--- src/rtl/fnd_scan_controller.sv ---
// Binary-to-BCD converter (sequential double dabble) feeding a 4-digit multiplexed FND scanner.
// A new result replaces the whole display at once; the scan keeps running during conversion.
module fnd_scan_controller #(
  parameter int CLK_DIV = 100000
) (
  input  logic        i_clk,
  input  logic        i_reset,
  input  logic [13:0] i_value,
  input  logic        i_load,
  output logic        o_busy,
  output logic        o_overflow,
  output logic [1:0]  o_digitSelect,
  output logic [3:0]  o_bcd,
  output logic        o_en
);

  typedef enum logic {IDLE, CONVERT} state_t;

  localparam logic [19:0] PRE_MAX   = 20'(CLK_DIV - 1);
  localparam logic [13:0] VALUE_MAX = 14'd9999;
  localparam logic [3:0]  LAST_ITER = 4'd13;

  state_t      state;
  logic [13:0] bin;
  logic [15:0] bcd;
  logic [3:0]  iter;
  logic [15:0] display;
  logic [19:0] prescale;
  logic [1:0]  digit_idx;

  logic [15:0] bcd_adj;
  logic [15:0] bcd_next;

  // One double-dabble step: add 3 to every digit >= 5, then shift in the next binary bit.
  // NOTE: every always_comb output gets a default first, so no path can infer a latch.
  always_comb begin
    bcd_adj = bcd;
    for (int k = 0; k < 4; k++) begin
      if (bcd[4*k +: 4] >= 4'd5) bcd_adj[4*k +: 4] = bcd[4*k +: 4] + 4'd3;
    end
    bcd_next = {bcd_adj[14:0], bin[13]};
  end

  // NOTE: sequential state uses non-blocking assignments only, so every register samples
  // pre-edge values regardless of statement order.
  always_ff @(posedge i_clk or posedge i_reset) begin
    if (i_reset) begin
      state      <= IDLE;
      bin        <= '0;
      bcd        <= '0;
      iter       <= '0;
      display    <= '0;
      o_busy     <= 1'b0;
      o_overflow <= 1'b0;
    end else begin
      case (state)
        IDLE: begin
          if (i_load) begin
            if (i_value > VALUE_MAX) begin
              bin        <= VALUE_MAX;
              o_overflow <= 1'b1;
            end else begin
              bin        <= i_value;
              o_overflow <= 1'b0;
            end
            bcd    <= '0;
            iter   <= '0;
            o_busy <= 1'b1;
            state  <= CONVERT;
          end
        end
        CONVERT: begin
          bcd  <= bcd_next;
          bin  <= {bin[12:0], 1'b0};
          iter <= iter + 4'd1;
          if (iter == LAST_ITER) begin
            display <= bcd_next;
            o_busy  <= 1'b0;
            state   <= IDLE;
          end
        end
        default: state <= IDLE;
      endcase
    end
  end

  // Free-running digit scan, independent of conversions.
  always_ff @(posedge i_clk or posedge i_reset) begin
    if (i_reset) begin
      prescale  <= '0;
      digit_idx <= '0;
    end else if (prescale == PRE_MAX) begin
      prescale  <= '0;
      digit_idx <= digit_idx + 2'd1;
    end else begin
      prescale  <= prescale + 20'd1;
    end
  end

  assign o_digitSelect = digit_idx;

  // Leading-zero blanking: a digit lights if it or any more significant digit is nonzero.
  always_comb begin
    o_bcd = display[3:0];
    o_en  = 1'b1;
    case (digit_idx)
      2'd0: begin
        o_bcd = display[3:0];
        o_en  = 1'b1;
      end
      2'd1: begin
        o_bcd = display[7:4];
        o_en  = |display[15:4];
      end
      2'd2: begin
        o_bcd = display[11:8];
        o_en  = |display[15:8];
      end
      default: begin
        o_bcd = display[15:12];
        o_en  = |display[15:12];
      end
    endcase
  end

endmodule

--- config.mk ---
export PLATFORM = sky130hd
export DESIGN_NAME = fnd_scan_controller
export DESIGN_NICKNAME = d
export VERILOG_FILES = /design/src/rtl/fnd_scan_controller.sv
export SDC_FILE = /design/constraint.sdc
export NUM_CORES = 1
export LEC_CHECK = 0
export ABC_AREA = 1
export CAP_MARGIN = 20
export CORE_AREA = 8 8 92 94
export DETAILED_ROUTE_END_ITERATION = 16
export DIE_AREA = 0 0 100 102
export PLACE_DENSITY = 0.78
export SYNTH_ARGS = -nofsm -noshare
export SYNTH_HDL_FRONTEND = slang
export SYNTH_SLANG_ARGS = --single-unit
--- constraint.sdc ---
create_clock -name i_clk -period 2.7 [get_ports i_clk]
set_input_delay 0.54 -clock i_clk [delete_from_list [all_inputs] [get_ports i_clk]]
set_output_delay 0.54 -clock i_clk [all_outputs]
set_load 0.05 [all_outputs]
==> metrics.md <==
| Metric | Value |
|---|---|
| Starting Density | `between 50% and 60%` |
| Initial DRC count | `166` |
| Maximum fanout along the worst path | `5` |
| Core area | `approximately 0.007 sq mm` |
| Synthesized area per cell | `7.78 sq um` |
| Skew final | `~12 ps` |
| R2r worst-path depth | `5` |
| Int Pwr | `0.00241 W` |
| CP required | `2160 ps` |
| Final Hold Viols | `0` |
| Hold path startpoint | `display[0]` |
| Top post-synthesis cells by area | `dfrtp_1, nand2_1, nor2_1, inv_1, nand3_1` |
| Vias/cell | `roughly 5.2` |
| GRT overflow | `0` |
| Worst Max-Slew Pin Slew | `between 500 and 600 ps` |
| Die Area | `0.0102 sq mm` |
| Fin. max-slew vios | `0` |
| Root buf cell | `clkbuf_8` |
| Logic pwr share | `between 30% and 40%` |
| Setup_tns | `0 ps` |
| CP Data Arrival Time | `1750 ps` |
| Worst-Skew Late Latency | `approximately 350 ps` |
| Unrepaired setup endpoints after global routing | `false` |
| Finish-stage setup viols | `0` |
| Synthesized Nets | `547` |
| Fillers | `641` |
| Placed Instances | `631` |
| Antenna violations before repair | `0` |
| Kind of critical path | `flop to primary output` |
| Mapped cell area | `0.00401 sq mm` |
| CTS Hold Bufs | `0` |
| Post-DP HPWL | `6180 um` |
| Warnings from Yosys | `0` |
| Pwr per Cell Area | `roughly 900 mW/mm^2` |
| Site Rows | `31` |
| Width of the die | `100 um` |
| FMAX | `437 MHz` |
| I/O pin cnt | `26` |
| Non-Filler Instances | `about 650` |
| Area of the multi-input gates | `about 0.0018 sq mm` |
| Power share of the clock group | `19.0%` |
| Sequential-to-total area share from yosys stat | `46.8%` |
| Hold Crit Depth | `2` |
| Nature of the critical path startpoint | `flop` |
| Drt wl/cell | `13.1 um` |
| Area growth, synth to finish | `12.8%` |
| Number of diodes | `0` |
| Yosys reg bits | `75` |
| Clk buf depth | `2` |
| CP startpoint | `o_digitSelect[0]` |
| H-tree levels | `3` |
| Leading area contributor after synthesis | `dfrtp_1` |
| Maxcap violations | `0` |
| Static leakage | `2.25 nW` |
| Net Sw Frac | `42.5%` |
| Switching power | `around 0.0018 W` |
| Min Tclk post-route | `2290 ps` |
| R2r setup slk | `840 ps` |
| CTS clk-pin slew, worst paths | `around 90 ps` |
| Status | `completed` |
| CTS buffer count | `9` |
| # DRC | `0` |
| Hold Crit Class | `flop to flop` |
| Fraction of layout instances using a drive strength above 1 | `8.21%` |
| Vias in the first global route | `between 3,000 and 4,000` |
| Post-synth cell types | `26` |
| Worst vdd ir | `~0.00066 V` |
| DIE HEIGHT | `102 um` |
| Final Net Count | `575` |
| CTS tree | `yes` |
| IO buf count | `25` |
| Post-DRT Antenna Nets | `0` |
| Post-cts sizing count | `0` |
| Top cell type's share of synthesized area | `46.8%` |
| Postcts setup bufs | `0` |
| FF+latch area | `0.00188 sq mm` |
| Sequential power share | `42.3%` |
| Largest net degree at the start of global routing | `76` |
| Final wirelength | `8470 um` |
| Tot GR Track Use | `18.3%` |
| Reg-to-Reg Start | `state` |
| Worst hold path endpoint | `display[0]` |
| Max-slew headroom | `62.7%` |
| Tcrit/Tclk final | `84.8%` |
| Clk sinks | `75` |
| Post-Syn Instances | `515` |
| Reg2Reg Capture Point | `bin[2]` |
| First-pass DRT Iterations | `5` |
| Vias | `3,379` |
| GPL Wtd Cong | `0.915` |
| Crit end category | `primary output` |
| First-pass GRT wire length | `15,200 um` |
==> cells in the mapped netlist (all sizes together) <==
master    n
clkbuf    1
buf      10
o21bai    1
nand3    39
ha       15
nor2     70
dfrtp    75
a31oi     5
a21oi     8
a22oi    10
o211ai    2
o21ai    30
xnor2     3
xor2     12
inv      60
nand2   162
o22ai     6
nand4     6
==> worst max-delay path: stages, from the launching register on <==
cell and delay (ps):
dfrtp_1 430, inv_1 100, ha_1 280, nor2_1 130
nand2_1 50, a21oi_1 120, a21oi_1 80, buf_4 190
==> per-layer routing <==
layer | up-vias | GRT usage [%] | share of wire (%)
met4 | 0 | 8.49 | 2.6
met2 | 80 | 30.8 | 49
met3 | 24 | 4.36 | 4.3
li1 | 1691 | - | -
met5 | - | 0 | 0
met1 | 1584 | 21.8 | 44
==> power groups by stage <==
stage               clock network (W)  logic (W)  registers, W
floorplan                           0    0.00123       0.00174
global placement                    0    0.00155       0.00177
detailed placement                  0    0.00162       0.00179
CTS                          0.000821    0.00163       0.00177
global route                 0.000872    0.00186       0.00182
finish                       0.000798    0.00162       0.00177
==> through the flow <==
| stage | worst slack [ps] | cell area [sq um] | power (W) | utilization, % | hold WS (ps) |
|---|---|---|---|---|---|
| after floorplan | 204 | 4010 | 0.00297 | - | 442 |
| after global placement | 762 | 4340 | 0.00332 | 61.5 | 461 |
| after detailed placement | 726 | 4340 | 0.00341 | 61.5 | 466 |
| after CTS | 414 | 4520 | 0.00422 | 64.0 | 487 |
| after global routing | 257 | 4520 | 0.00455 | 64.0 | 529 |
| final | 411 | 4520 | 0.00419 | 64.0 | 484 |
==> flip-flops by register name, indices dropped and copies added, names as in the netlist <==
name	count
display	16
iter	4
o_overflow	1
state	1
o_digitSelect	2
bin	14
bcd	16
prescale	20
o_busy	1
==> final cells by class <==
| cell class | count | area share (%) |
|---|---|---|
| clock buffers | 9 | 2.74 |
| clock inverters | 7 | 1.27 |
| repair buffers | 28 | 6.03 |
| multi-input cells | 369 | 40.7 |
| flip-flops and latches | 75 | 41.5 |
| inverters | 60 | 4.98 |
| well taps | 99 | 2.74 |
==> kinds of logic after synthesis <==
logic type | Yosys count | share of synthesized area (%)
buffers and inverters | 71 | 7.24
AND/OR/NAND/NOR | 277 | 29.0
AO/OA/AOI/OAI | 62 | 8.99
adder cells (fa/ha/maj) | 15 | 4.68
flip-flops | 75 | 46.8
XOR/XNOR | 15 | 3.28
==> placed cells by master (no fill, tap or decap), types with 7 or more instances in the layout <==
cell type        instances
nand2_1                156
a22oi_1                 10
clkbuf_8                 9
a21oi_1                  8
buf_4                    7
o21ai_1                  9
dfrtp_1                 75
inv_1                   54
nor2_1                  63
o21ai_0                 21
ha_1                    15
xor2_1                  12
nand3_1                 38
clkdlybuf4s50_1         20
==> worst max path at each step <==
stage                    end  slack, ps  depth (start not counted)
floorplan           o_bcd[0]        200                          3
finish                  o_en        410                          7
global placement      bin[3]        760                          5
detailed placement    bin[2]        730                          5
CTS                     o_en        410                          7
global route            o_en        260                          7
Note: power is estimated with default switching activity, not from simulation.
